==> src/rtl/merger_tree_nway_if.sv <==
// Handshake bundle between the N input streams, the merged output stream and merger_tree_nway.
interface merger_tree_nway_if #(
  parameter int NUM_INPUTS = 4,
  parameter int KEY_W      = 32,
  parameter int VAL_W      = 32,
  parameter int CNT_W      = 16
);
  logic [NUM_INPUTS-1:0]       in_valid;
  logic [NUM_INPUTS-1:0]       in_ready;
  logic [NUM_INPUTS*KEY_W-1:0] in_key;
  logic [NUM_INPUTS*VAL_W-1:0] in_val;
  logic [NUM_INPUTS-1:0]       in_last;
  logic                        out_valid;
  logic                        out_ready;
  logic [KEY_W-1:0]            out_key;
  logic [VAL_W-1:0]            out_val;
  logic                        out_last;
  logic [CNT_W-1:0]            out_count;
  logic                        order_err;

  modport master (
    output in_valid, in_key, in_val, in_last, out_ready,
    input  in_ready, out_valid, out_key, out_val, out_last, out_count, order_err
  );

  modport slave (
    input  in_valid, in_key, in_val, in_last, out_ready,
    output in_ready, out_valid, out_key, out_val, out_last, out_count, order_err
  );
endinterface

==> src/rtl/merger_tree_nway.sv <==
// N-way ascending (key, value) merger: a registered binary tree in heap numbering, where
// node n consumes nodes 2n and 2n+1 and positions >= NUM_INPUTS are the input streams.
module merger_tree_nway #(
  parameter int NUM_INPUTS = 4,
  parameter int KEY_W      = 32,
  parameter int VAL_W      = 32,
  parameter bit COMBINE    = 1'b1,
  parameter int CNT_W      = 16
) (
  input logic               clock,
  input logic               reset,
  merger_tree_nway_if.slave io
);
  localparam logic [CNT_W-1:0] CNT_ONE = {{(CNT_W-1){1'b0}}, 1'b1};
  localparam logic [CNT_W-1:0] CNT_MAX = {CNT_W{1'b1}};

  logic [NUM_INPUTS-1:0] in_ready_s;
  logic [NUM_INPUTS-1:0] in_fire_s;
  logic [NUM_INPUTS-1:0] in_row_r;
  logic [KEY_W-1:0]      prev_key_r [NUM_INPUTS];
  logic                  err_hit_s;
  logic                  order_err_r;
  logic [CNT_W-1:0]      count_r;
  logic                  out_fire_s;

  for (genvar n = 1; n < NUM_INPUTS; n++) begin : g_node
    logic             valid_r, last_r, done_a_r, done_b_r;
    logic [KEY_W-1:0] key_r;
    logic [VAL_W-1:0] val_r;
    logic             a_valid_s, b_valid_s, a_last_s, b_last_s;
    logic [KEY_W-1:0] a_key_s, b_key_s, nkey_s;
    logic [VAL_W-1:0] a_val_s, b_val_s, nval_s;
    logic             down_ready_s, can_load_s, take_a_s, take_b_s, load_s;
    logic             ready_a_s, ready_b_s, nd_a_s, nd_b_s;

    if (2 * n >= NUM_INPUTS) begin : g_leaf
      localparam int IA = 2 * n - NUM_INPUTS;
      assign a_valid_s = io.in_valid[IA];
      assign a_key_s   = io.in_key[IA*KEY_W +: KEY_W];
      assign a_val_s   = io.in_val[IA*VAL_W +: VAL_W];
      assign a_last_s  = io.in_last[IA];
      assign b_valid_s = io.in_valid[IA+1];
      assign b_key_s   = io.in_key[(IA+1)*KEY_W +: KEY_W];
      assign b_val_s   = io.in_val[(IA+1)*VAL_W +: VAL_W];
      assign b_last_s  = io.in_last[IA+1];
      assign in_ready_s[IA]   = ready_a_s;
      assign in_ready_s[IA+1] = ready_b_s;
    end else begin : g_inner
      assign a_valid_s = g_node[2*n].valid_r;
      assign a_key_s   = g_node[2*n].key_r;
      assign a_val_s   = g_node[2*n].val_r;
      assign a_last_s  = g_node[2*n].last_r;
      assign b_valid_s = g_node[2*n+1].valid_r;
      assign b_key_s   = g_node[2*n+1].key_r;
      assign b_val_s   = g_node[2*n+1].val_r;
      assign b_last_s  = g_node[2*n+1].last_r;
    end

    if (n == 1) begin : g_root
      assign down_ready_s = io.out_ready;
    end else if (n % 2 == 0) begin : g_left
      assign down_ready_s = g_node[n/2].ready_a_s;
    end else begin : g_right
      assign down_ready_s = g_node[n/2].ready_b_s;
    end

    // Selection: a side that has finished its row is frozen until the partner finishes too.
    always_comb begin
      can_load_s = !valid_r || down_ready_s;
      take_a_s   = a_valid_s && !done_a_r &&
                   (done_b_r || (b_valid_s && !done_b_r && (a_key_s <= b_key_s)));
      take_b_s   = b_valid_s && !done_b_r &&
                   (done_a_r || (a_valid_s && !done_a_r &&
                    ((b_key_s < a_key_s) || (COMBINE && (a_key_s == b_key_s)))));
      load_s     = can_load_s && (take_a_s || take_b_s);
      ready_a_s  = can_load_s && !done_a_r && (!a_valid_s || take_a_s);
      ready_b_s  = can_load_s && !done_b_r && (!b_valid_s || take_b_s);
      nd_a_s     = done_a_r || (take_a_s && a_last_s);
      nd_b_s     = done_b_r || (take_b_s && b_last_s);
      nkey_s     = take_a_s ? a_key_s : b_key_s;
      nval_s     = (take_a_s && take_b_s) ? (a_val_s + b_val_s) :
                   (take_a_s ? a_val_s : b_val_s);
    end

    // Node output register and per-side row-done flags.
    always_ff @(posedge clock or negedge reset) begin
      if (!reset) begin
        valid_r  <= 1'b0;
        key_r    <= {KEY_W{1'b0}};
        val_r    <= {VAL_W{1'b0}};
        last_r   <= 1'b0;
        done_a_r <= 1'b0;
        done_b_r <= 1'b0;
      end else if (load_s) begin
        valid_r  <= 1'b1;
        key_r    <= nkey_s;
        val_r    <= nval_s;
        last_r   <= nd_a_s && nd_b_s;
        done_a_r <= nd_a_s && !nd_b_s;
        done_b_r <= nd_b_s && !nd_a_s;
      end else if (down_ready_s) begin
        valid_r  <= 1'b0;
      end else begin
        valid_r  <= valid_r;
      end
    end
  end

  assign in_fire_s    = io.in_valid & in_ready_s;
  assign out_fire_s   = g_node[1].valid_r && io.out_ready;
  assign io.in_ready  = in_ready_s;
  assign io.out_valid = g_node[1].valid_r;
  assign io.out_key   = g_node[1].key_r;
  assign io.out_val   = g_node[1].val_r;
  assign io.out_last  = g_node[1].last_r;
  assign io.out_count = count_r;
  assign io.order_err = order_err_r;

  // Flags any accepted key that does not strictly exceed the previous key of the same row.
  always_comb begin
    err_hit_s = 1'b0;
    for (int i = 0; i < NUM_INPUTS; i++) begin
      err_hit_s = err_hit_s | (in_fire_s[i] && in_row_r[i] &&
                               (io.in_key[i*KEY_W +: KEY_W] <= prev_key_r[i]));
    end
  end

  // Per-stream previous-key tracking and the sticky order error.
  always_ff @(posedge clock or negedge reset) begin
    if (!reset) begin
      order_err_r <= 1'b0;
      in_row_r    <= {NUM_INPUTS{1'b0}};
      for (int i = 0; i < NUM_INPUTS; i++) prev_key_r[i] <= {KEY_W{1'b0}};
    end else begin
      order_err_r <= order_err_r | err_hit_s;
      for (int i = 0; i < NUM_INPUTS; i++) begin
        if (in_fire_s[i]) begin
          prev_key_r[i] <= io.in_key[i*KEY_W +: KEY_W];
          in_row_r[i]   <= !io.in_last[i];
        end else begin
          prev_key_r[i] <= prev_key_r[i];
        end
      end
    end
  end

  // Output item counter: shows the 1-based position of the presented item within its row.
  always_ff @(posedge clock or negedge reset) begin
    if (!reset) begin
      count_r <= CNT_ONE;
    end else if (out_fire_s) begin
      if (g_node[1].last_r) count_r <= CNT_ONE;
      else if (count_r != CNT_MAX) count_r <= count_r + CNT_ONE;
      else count_r <= count_r;
    end else begin
      count_r <= count_r;
    end
  end
endmodule

==> src/flat_wrapper.sv <==
// flat-port wrapper written by rule: the top's interface ports become plain ports
module merger_tree_nway_flat 
#(
  parameter int NUM_INPUTS = 4,
  parameter int KEY_W      = 32,
  parameter int VAL_W      = 32,
  parameter bit COMBINE    = 1'b1,
  parameter int CNT_W      = 16
)
  (clock, reset, io_in_valid, io_in_key, io_in_val, io_in_last, io_out_ready, io_in_ready, io_out_valid, io_out_key, io_out_val, io_out_last, io_out_count, io_order_err);
  merger_tree_nway_if #(.NUM_INPUTS(NUM_INPUTS), .KEY_W(KEY_W), .VAL_W(VAL_W), .CNT_W(CNT_W)) io_i ();
  input logic clock;
  input logic reset;
  input wire logic [$bits(io_i.in_valid)-1:0] io_in_valid;
  input wire logic [$bits(io_i.in_key)-1:0] io_in_key;
  input wire logic [$bits(io_i.in_val)-1:0] io_in_val;
  input wire logic [$bits(io_i.in_last)-1:0] io_in_last;
  input wire logic [$bits(io_i.out_ready)-1:0] io_out_ready;
  output wire logic [$bits(io_i.in_ready)-1:0] io_in_ready;
  output wire logic [$bits(io_i.out_valid)-1:0] io_out_valid;
  output wire logic [$bits(io_i.out_key)-1:0] io_out_key;
  output wire logic [$bits(io_i.out_val)-1:0] io_out_val;
  output wire logic [$bits(io_i.out_last)-1:0] io_out_last;
  output wire logic [$bits(io_i.out_count)-1:0] io_out_count;
  output wire logic [$bits(io_i.order_err)-1:0] io_order_err;
  assign io_i.in_valid = io_in_valid;
  assign io_i.in_key = io_in_key;
  assign io_i.in_val = io_in_val;
  assign io_i.in_last = io_in_last;
  assign io_i.out_ready = io_out_ready;
  assign io_in_ready = io_i.in_ready;
  assign io_out_valid = io_i.out_valid;
  assign io_out_key = io_i.out_key;
  assign io_out_val = io_i.out_val;
  assign io_out_last = io_i.out_last;
  assign io_out_count = io_i.out_count;
  assign io_order_err = io_i.order_err;
  merger_tree_nway #(.NUM_INPUTS(NUM_INPUTS), .KEY_W(KEY_W), .VAL_W(VAL_W), .COMBINE(COMBINE), .CNT_W(CNT_W)) u_core (.clock(clock), .reset(reset), .io(io_i));
endmodule
==> config.mk <==
export PLATFORM = sky130hd
export DESIGN_NAME = merger_tree_nway_flat
export DESIGN_NICKNAME = d
export VERILOG_FILES = /design/src/rtl/merger_tree_nway_if.sv /design/src/rtl/merger_tree_nway.sv /design/src/flat_wrapper.sv
export SDC_FILE = /design/constraint.sdc
export NUM_CORES = 1
export LEC_CHECK = 0
export ABC_AREA = 1
export CAP_MARGIN = 15
export CORE_AREA = 5 5 243 245
export CTS_CLUSTER_DIAMETER = 200
export CTS_CLUSTER_SIZE = 30
export DETAILED_ROUTE_END_ITERATION = 6
export DIE_AREA = 0 0 248 250
export GPL_ROUTABILITY_DRIVEN = 0
export GPL_TIMING_DRIVEN = 0
export PLACE_DENSITY = 0.8
export SYNTH_ARGS = -nofsm -noshare
export SYNTH_HDL_FRONTEND = slang
export SYNTH_SLANG_ARGS = --single-unit
export TNS_END_PERCENT = 5
==> constraint.sdc <==
create_clock -name clock -period 3.6 [get_ports clock]
set_input_delay 0.54 -clock clock [delete_from_list [all_inputs] [get_ports clock]]
set_output_delay 0.54 -clock clock [all_outputs]
set_load 0.02 [all_outputs]
==> results of run 1 <==
-- layout make-up --
cell class	instances	area, um^2	area share
Clock inverter	2	17.52	0.0005183
Antenna cell	2	5.005	0.0001481
Timing Repair Buffer	390	3974	0.1176
Buffer	135	803.3	0.02377
Inverter	421	1600	0.04735
Sequential cell	353	8843	0.2617
Tap cell	765	957.2	0.02832
Multi-Input combinational cell	3091	17210	0.5091
Clock buffer	19	390.4	0.01155
-- stage by stage --
stage / cell area [um^2] / utilization
after floorplan: 27890 / -
after global placement: 32380 / 0.5688
after detailed placement: 32470 / 0.5704
after CTS: 33010 / 0.5799
after global routing: 33800 / 0.5937
final: 33800 / 0.5937
-- critical path, stage by stage --
cell and delay (ns):
clkdlybuf4s50_1 0.49, ha_1 0.35, a21oi_1 0.16, o21ai_1 0.09
a21oi_1 0.18, nand2_1 0.10, nand2_1 0.08, nand2_1 0.05
nand2_1 0.09, nand2_1 0.07, nand2_2 0.10, nand2_4 0.07
buf_12 0.17, a211oi_4 0.21, buf_4 0.13, buf_4 0.14
-- timing repair --
item | 4_1_cts | 5_1_grt
endpoints found under the setup margin | 4 | 4
pin swaps | 9 | 41
hold buffers | 1 | 0
endpoints found under the hold margin | 27 | 0
setup buffers | 9 | 24
gates resized for setup | 54 | 161
-- metal layers --
layer  wire, um  track usage
met1      39050       0.3925
met2      40510       0.4448
met3       7681      0.03652
met4       2530      0.07102
met5         13            0
-- worst max path at each step --
| stage | from | to | slack, ns |
|---|---|---|---|
| 2_1_floorplan | io_in_key[119] | io_in_ready[2] | 0.71 |
| 3_3_place_gp | reset | u_core.io.out_val[5] | -13.53 |
| 3_5_place_dp | io_in_key[51] | io_in_ready[0] | -0.90 |
| 4_1_cts | io_in_key[60] | io_in_ready[0] | -0.05 |
| 5_1_grt | io_in_key[36] | io_in_ready[0] | -0.10 |
| 6_report | io_in_key[11] | io_in_ready[0] | 0.04 |
-- report_power, final --
part	internal [W]	leakage (nW)	switching, W
Combinational	0.00401	13.1	0.00591
Sequential	0.00539	4.43	0.00115
Clock	0.000792	0.199	0.00132
Total	0.0102	17.7	0.00839
-- flip-flops by register name, indices dropped and copies added (netlist names), 3 cells and up --
signal / cells
u_core.g_node.a_key_s: 32
u_core.g_node.done_a_r: 3
u_core.g_node.a_val_s: 32
u_core.g_node.b_key_s: 32
u_core.prev_key_r: 128
u_core.io.out_key: 32
u_core.g_node.b_val_s: 32
u_core.io.out_count: 16
u_core.in_row_r: 4
u_core.g_node.done_b_r: 3
u_core.io.out_val: 32
-- kinds of logic (layout without fill, tap and decap cells) --
family	after synthesis	after routing	synth area share
simple gates	1978	1978	0.2867
fa+ha+maj	321	321	0.1448
xor+xnor	81	81	0.02544
flops	353	353	0.3168
compound gates	711	711	0.1405
buf+inv	558	967	0.08578
other cells	0	2	0
-- synth_stat cells, types with 8 or more instances --
cell type     n
a21o_1       13
nand2_2      24
a21boi_0      9
buf_2        66
o21a_1       21
xor2_1       62
nor3_1       18
nor2_1      207
o22ai_1      62
nand2_1    1466
o21ai_1      82
buf_4        15
dfrtp_1     352
inv_1       413
ha_1        318
nand3b_1      8
clkbuf_1     29
o21ai_0     206
o221ai_1     10
nand4_1      37
nand3_1     191
a31oi_1      41
buf_1         8
a211oi_1      9
buf_6        14
a21oi_1     237
xnor2_1      19
==> qor.yml, run 1 <==
timing:
  setup_tns_ns: 0
  max_slew_margin: 0.5516
  clock.fmax_mhz: 280.6
  worst_pin_slew_ns: 0.6632
  hold_viol: 0
  fin_skew_ns: 0.02880
  report.final.setup_viol: 0
  maxSlewViolCount: 0
  whs_ns: 0.3098
  period_share: 0.9900
  setup_slack_ns: 0.03585
  rsz0062_at_grt: "true"
  min_period_ns: 3.564
layout:
  finalNonFillerCells: 5178
  area_delta_synth_final_pct: 21.18
  mostFrequentLayoutCells: "1447 x nand2_1, 371 x inv_1, 345 x dfrtp_1, 297 x clkdlybuf4s50_1, 294 x ha_1"
  drive_gt1_frac: 0.07459
  num-nets-final: 4995
  fillers: 5235
  final_common_cell: "nand2_1"
power_and_ir_drop:
  p_leak_nw: 17.74
  power_w: 0.01858
  power.density_nw_per_um2: 549.7
  ir_drop_mv: 0.3590
logic_synthesis:
  avgSynthCellArea_um2: 6.969
  ys.flop_type: "dfrtp_1"
  synth.distinct_cells: 55
  synth_top_area_cell: "dfrtp_1"
  yosysWarnings: 0
  synth_area_leaders: "dfrtp_1 32%, nand2_1 20%, ha_1 14%"
  async_reset_ff_frac: 1.000
  synth_nets: 4590
  ys_ff_latch: 353
  synth_cells: 4002
  netlist_area_um2: 27890
  synth_edf_count: 0
  synth_top_area_frac: 0.3158
  yosysSeqAreaShare: 0.3168
global_route:
  grt_max_degree: 120
  grt_first_pass_wirelength_um: 139300
  gr-total-overflow: 0
  antenna_found_initial: 4
  grt_pass1_vias: 26716
  grt_use_total: 0.2758
clock_tree:
  cts_made_buffers: 15
  clk_pin_slew_worst_paths_ns: 0.12
  cts.path.max_buffers: 3
  cts_root_buf: "clkbuf_16"
  htreeDepth: 1
  clock_latency_ns: 0.55
  clock-sinks: 353
  cts_tree: "built"
floorplanning:
  ioPinCount: 354
  start_util: 0.4899
  core_area_um2: 56920
  fp.dieW_um: 248
  die_h_um: 250
  fp.dieArea_um2: 62000
  rows: 88
route:
  avgRoutedWirePerCell_um: 17.34
  firstDrtPassIters: 6
  postRouteAntennaNets: 0
  via_per_inst: 5.454
  drt_iter0_drc: 2471
  wl_um: 89790
  vias: 28239
  drc_errors: 0
worst_hold_path:
  hold-path-endpoint: "u_core.prev_key_r[30]"
  hold_start: "io_in_key[126]"
  hold_path.class: "in2reg"
  min_path_cells: 3
critical_path:
  worst_setup_path_end_kind: "output port"
  rr_startpoint: "u_core.g_node[1].b_val_s[0]"
  start_kind: "input pin"
  rrSetupSlack_ns: 0.55
  cp_data_required_time_ns: 3.06
  r2r_cells: 16
  arrival_ns: 3.02
  timing.rr.end: "u_core.io.out_val[26]"
  criticalPathCategory: "in2out"
  cp_max_fo: 19
place:
  dp_slack_ns: -0.9008
  dp.cells: 5123
  port_buffers: 353
  hpwl_um: 72310
flow_run:
  max-cap-violations: 0
outcome:
  outcome: "finished, final reports clean"
No activity file was read; power rests on OpenSTA's default activity.
==> run 2, diff against run 1 <==
==> constraint.sdc (replaced) <==
create_clock -name clock -period 3.6 [get_ports clock]
set_input_delay 1.08 -clock clock [delete_from_list [all_inputs] [get_ports clock]]
set_output_delay 1.08 -clock clock [all_outputs]
set_load 0.02 [all_outputs]
==> run 2 against run 1 <==
The run now ends with setup timing left. Clock power hardly changed. Sequential share of layout area down 0.23 points. Hold slack gained 0.18 ns. Setup slack worse by 0.57 ns. Register-to-register slack gained 0.02 ns. Combinational power barely moved. First-iteration DRC count up 5.8%. Maximum frequency down 14%. Critical path depth did not move. Cell area rose by 0.93%. Cell count grew 0.60%. Wire length up 2.3%.
==> qor.yml, run 2 (same netlist as run 1, synthesis figures left out) <==
outcome:
  outcome: "complete, but fails checks"
  violations: "setup timing"
timing:
  report.final.setup_viol: 4  # +4
  max_slew_margin: 0.4615  # -0.09012
  worst_pin_slew_ns: 0.8077  # +0.1445 ns
  hold_viol: 0  # unchanged
  rsz0062_at_grt: "true"
  period_share: 1.148  # +0.1578
  setup_slack_ns: -0.5322  # -0.5681 ns
  fin_skew_ns: 0.04306  # +0.01426 ns
  clock.fmax_mhz: 242.0  # -14%
  min_period_ns: 4.132  # +0.5681 ns
  maxSlewViolCount: 0  # unchanged
power_and_ir_drop:
  ir_drop_mv: 0.3375  # -6.0%
  clkPwrFrac: 0.114  # about the same
  p_sw_frac: 0.4528  # +0.001267
  p_sw_w: 0.008498  # +1.3%
  power_w: 0.01877  # +1.0%
  power.density_nw_per_um2: 550.2  # about the same
  power.internal_w: 0.01027  # +0.79%
  pwr-share-seq: 0.350  # -0.002
  power.share.combinational: 0.536  # +0.002
  p_leak_nw: 17.52  # -1.2%
clock_tree:
  clock-sinks: 353  # unchanged
  cts_tree: "built"
  htreeDepth: 1  # unchanged
  clk_pin_slew_worst_paths_ns: 0.12  # about the same
  cts_made_buffers: 15  # unchanged
  cts_root_buf: "clkbuf_16"
  cts.path.max_buffers: 3  # unchanged
  clock_latency_ns: 0.57  # +0.02 ns
  hold_buffers: 0  # -1
critical_path:
  criticalPathCategory: "in2out"
  endpoint: "io_in_ready[0]"
  cp_slowest_cell: "clkdlybuf4s15_2"
  path_depth: 16  # unchanged
  rrSetupSlack_ns: 0.57  # +0.02 ns
  cp_max_fo: 3  # -16
  cp_data_required_time_ns: 2.52  # -0.54 ns
  arrival_ns: 3.05  # +0.03 ns
  rr_startpoint: "u_core.g_node[1].a_key_s[23]"
  start_kind: "input pin"
  cp_num_buf_inv: 4  # unchanged
  crit_chain: "clkdlybuf4s15_2 -> inv_4 -> ha_4 -> a21oi_1 -> o21ai_1 -> nand2_1 -> a21oi_2 -> nor2_2 -> nand2_2 -> nand2_2 -> nand2_2 -> nand2_2 -> nand2_4 -> buf_12 -> a211oi_4 -> buf_6"
  max_stage_delay_ns: 0.24  # -0.25 ns
  path_common_cell: "nand2_2"
  path_delay_family: "simple AND/OR/NAND/NOR gates"
  worst_setup_path_end_kind: "output port"
  timing.rr.end: "u_core.io.out_val[25]"
  startpoint: "io_in_key[51]"
  r2r_cells: 19  # +3
layout:
  num-nets-final: 5022  # +0.54%
  final_common_cell: "nand2_1"
  regMostFlops: "u_core.prev_key_r"
  area_delta_synth_final_pct: 22.30
  finalNonFillerCells: 5209  # +0.60%
  fin_util: 0.5992  # +0.005495
  largest_reg_flops: 128  # unchanged
  mostFrequentLayoutCells: "1425 x nand2_1, 343 x dfrtp_1, 336 x inv_1, 260 x ha_1, 220 x clkdlybuf4s50_1"
  drive_gt1_frac: 0.1302  # +0.05562
route:
  avgRoutedWirePerCell_um: 17.64  # +1.7%
  vias: 28728  # +1.7%
  via_per_inst: 5.515  # +1.1%
  drc_errors: 0  # unchanged
  drt_iter0_drc: 2615  # +5.8%
  postRouteAntennaNets: 0  # unchanged
  firstDrtPassIters: 6  # unchanged
  wl_um: 91860  # +2.3%
floorplanning:
  die_h_um: 250  # unchanged
  rows: 88  # unchanged
  ioPinCount: 354  # unchanged
  start_util: 0.4899  # unchanged
  core_area_um2: 56920  # unchanged
  fp.dieW_um: 248  # unchanged
  fp.dieArea_um2: 62000  # unchanged
worst_hold_path:
  hold_path.class: "in2async"
place:
  port_buffers: 353  # unchanged
  hpwl_um: 72610  # +0.42%
  dp.cells: 5123  # unchanged
global_route:
  gr-total-overflow: 0  # unchanged
  grt_max_degree: 110  # -8.3%
  grt_pass1_vias: 26898  # +0.68%
  grt_first_pass_wirelength_um: 140700  # +1.0%
  grt_use_total: 0.2782  # +0.002396
  antenna_found_initial: 5  # +1
flow_run:
  max-cap-violations: 0  # unchanged
run 2: timing repair:
action | CTS | global route
gates resized for setup | 331 | 350
setup buffers | 18 | 44
pin swaps | 40 | 90
endpoints found under the setup margin | 7 | 25
run 2: worst min-delay path by stage:
stage / end / cells past startpoint
4_1_cts: u_core.io.out_val[8] / 2
3_3_place_gp: u_core.in_row_r[1] / 2
5_1_grt: u_core.io.out_val[2] / 2
6_report: u_core.prev_key_r[9] / 1
2_1_floorplan: u_core.in_row_r[1] / 2
3_5_place_dp: u_core.io.out_val[8] / 2
run 2: layout make-up:
class | count | area (um^2)
fill | 5147 | 22820
multi-input combinational | 3091 | 17810
sequential | 353 | 8846
timing repair buffer | 418 | 3632
inverter | 421 | 1653
tap | 765 | 957.2
buffer | 134 | 790.8
clock buffer | 20 | 394.1
clock inverter | 2 | 17.52
antenna | 5 | 12.51
run 2: per-stage QoR:
stage	hold slack, ns	area [um^2]	TNS (ns)	worst slack (ns)
floorplan	0.4468	28030	-0.7379	-0.2437
global route	0.5164	34110	-2.603	-0.6902
finish	0.4889	34110	-2.068	-0.5322
CTS	0.4938	33390	-2.239	-0.5956
detailed placement	0.4657	32600	-120.31	-1.809
global placement	0.4614	32520	-5087.63	-14.17
run 2: routing by layer:
metal,GRT usage,share of wire,vias to the layer above
met5,0,0,-
li1,-,-,13955
met2,0.4506,0.46,1182
met4,0.07070,0.029,0
met3,0.02924,0.078,153
met1,0.3994,0.43,13438
run 2: power groups by stage:
stage | logic (W) | clock network [W] | registers (W)
global placement | 0.00888 | 0 | 0.00649
floorplan | 0.00686 | 0 | 0.00607
CTS | 0.00933 | 0.00219 | 0.00644
global route | 0.0115 | 0.00231 | 0.00668
detailed placement | 0.00920 | 0 | 0.00649
finish | 0.0101 | 0.00214 | 0.00656
==> run 3, diff against run 2 <==
- SKIP_LAST_GASP: not set -> 1
==> run 3 against run 2 <==
Highest routed layer unchanged. Maximum frequency is 0.17% lower. Cell count hardly changed. Cell area is 0.17% lower. The flow still finishes with violations (setup timing). Non-clock buffer count is 1 lower. Clock skew is 0.0040 ns lower. Critical endpoint unchanged. Sequential share of layout area hardly changed.
==> qor.yml, run 3 (same netlist as run 1, synthesis figures left out) <==
critical_path:
  start_kind: "input pin"
  criticalPathCategory: "in2out"
  cp_max_fo: 3  # unchanged
  max_stage_delay_ns: 0.24  # about the same
  worst_setup_path_end_kind: "output port"
  path_common_cell: "nand2_2"
  cp_slowest_cell: "clkdlybuf4s15_2"
  arrival_ns: 3.06  # about the same
  crit_chain: "clkdlybuf4s15_2 -> inv_4 -> ha_4 -> a21oi_1 -> o21ai_1 -> nand2_1 -> a21oi_2 -> nor2_2 -> nand2_2 -> nand2_2 -> nand2_2 -> nand2_2 -> nand2_4 -> buf_12 -> a211oi_4 -> buf_6"
  cp_data_required_time_ns: 2.52  # about the same
floorplanning:
  ioPinCount: 354  # unchanged
  rows: 88  # unchanged
  fp.dieArea_um2: 62000  # unchanged
  die_h_um: 250  # unchanged
  core_area_um2: 56920  # unchanged
  start_util: 0.4899  # unchanged
  fp.dieW_um: 248  # unchanged
layout:
  mostFrequentLayoutCells: "1427 x nand2_1, 343 x dfrtp_1, 335 x inv_1, 261 x ha_1, 220 x clkdlybuf4s50_1"
  num-nets-final: 5021  # -0.020%
  regMostFlops: "u_core.prev_key_r"
  fin_util: 0.5982  # -0.001034
  largest_reg_flops: 128  # unchanged
  final_common_cell: "nand2_1"
  finalNonFillerCells: 5208  # -0.019%
  fillers: 5159  # +0.23%
  area_delta_synth_final_pct: 22.09
  drive_gt1_frac: 0.1282  # -0.001999
flow_run:
  max-cap-violations: 0  # unchanged
route:
  avgRoutedWirePerCell_um: 17.61  # -0.12%
  vias: 28676  # -0.18%
  drc_errors: 0  # unchanged
  via_per_inst: 5.506  # -0.16%
  drt_iter0_drc: 2534  # -3.1%
  firstDrtPassIters: 6  # unchanged
  postRouteAntennaNets: 0  # unchanged
  wl_um: 91740  # -0.14%
global_route:
  gr-total-overflow: 0  # unchanged
  grt_max_degree: 110  # unchanged
  busiest_layer: "met2"
  grt_util_met3: 0.02924  # unchanged
  grt_first_pass_wirelength_um: 140700  # about the same
  grt_util_met1: 0.3994  # unchanged
  met2_usage: 0.4506  # unchanged
  antenna_found_initial: 5  # unchanged
  grt_use_total: 0.2782  # about the same
  grt_pass1_vias: 26881  # -0.063%
timing:
  setup_slack_ns: -0.5394  # -0.007203 ns
  maxSlewViolCount: 0  # unchanged
  setup_tns_ns: -2.340  # -0.2719 ns
  max_slew_margin: 0.4555  # -0.006039
  rsz0062_at_grt: "true"
  worst_pin_slew_ns: 0.8168  # +0.009058 ns
  period_share: 1.150  # +0.002001
  clock.fmax_mhz: 241.6  # -0.17%
  fin_skew_ns: 0.03902  # -0.004044 ns
  hold_viol: 0  # unchanged
  report.final.setup_viol: 8  # +4
  min_period_ns: 4.139  # +0.007203 ns
clock_tree:
  htreeDepth: 1  # unchanged
  cts_root_buf: "clkbuf_16"
  cts.path.max_buffers: 3  # unchanged
  hold_buffers: 0  # unchanged
  cts_tree: "built"
  cts_made_buffers: 15  # unchanged
  clock_latency_ns: 0.56  # about the same
  clock-sinks: 353  # unchanged
  clk_pin_slew_worst_paths_ns: 0.12  # about the same
place:
  port_buffers: 353  # unchanged
  dp_slack_ns: -1.809  # unchanged
  hpwl_um: 72610  # unchanged
  dp.cells: 5123  # unchanged
power_and_ir_drop:
  ir_drop_mv: 0.3358  # -0.52%
  power_w: 0.01874  # -0.14%
  power.density_nw_per_um2: 550.4  # about the same
  p_leak_nw: 17.51  # about the same
outcome:
  outcome: "complete, but fails checks"
  violations: "setup timing"
worst_hold_path:
  hold_path.class: "in2async"
==> run 3: cell types whose count changed in the layout (fill, tap and decap cells not counted), sizes merged <==
cell and change:
buf -1, clkbuf -1, clkdlybuf4s15 +1, dlygate4sd2 -1
dlymetal6s2s +1
==> run 3: critical path, delay by kind of cell <==
family / cells / cell delay [ns]
and+or+nand+nor: 7 / 0.60
buffers and inverters: 4 / 0.59
adders and majority gates: 1 / 0.24
AOI/OAI and AO/OA: 4 / 0.55
==> run 3: stage by stage <==
stage          hold slack (ns)  instance area, um^2
6_report                0.4819                34050
5_1_grt                 0.5164                34050
4_1_cts                 0.4938                33380
3_5_place_dp            0.4657                32600
3_3_place_gp            0.4614                32520
2_1_floorplan           0.4468                28030
==> run 3: path summary, 6_finish.rpt <==
kind,from,to,slack [ns],depth (start not counted)
worst max-delay path,io_in_key[51],io_in_ready[0],-0.54,16
worst min-delay path,reset,u_core.prev_key_r[9],0.48,1
worst max register to register,u_core.g_node[1].a_key_s[23],u_core.io.out_val[21],0.53,19
worst min register to register,u_core.io.out_val[8],u_core.io.out_val[8],0.49,2
max in group asynchronous,reset,u_core.g_node[1].a_val_s[8],1.79,3
min in group clock,u_core.io.out_val[8],u_core.io.out_val[8],0.49,2
==> run 3: layer usage <==
layer  up-vias  wire (um)
met5         -          0
li1      13963          -
met4         0       2696
met1     13424      39720
met3       149       7299
met2      1140      42030
==> run 3: power breakdown <==
part | internal, W | switching [W]
Combinational | 0.00407 | 0.00597
Sequential | 0.00539 | 0.00116
Clock | 0.000796 | 0.00135
==> run 3: timing repair <==
action / CTS / global route
setup endpoints to repair: 7 / 30
pin swaps: 39 / 98
setup buffers: 18 / 44
resized for setup: 325 / 345
==> run 3: layout make-up <==
type                            count  area (um^2)  share of cell area
Tap cell                          765        957.2             0.02811
Inverter                          421         1653             0.04854
Buffer                            133        775.7             0.02278
Multi-Input combinational cell   3091        17760              0.5216
Timing Repair Buffer              418         3635              0.1067
Antenna cell                        5        12.51           0.0003675
Clock buffer                       20        394.1             0.01157
Sequential cell                   353         8846              0.2598
Clock inverter                      2        17.52           0.0005144
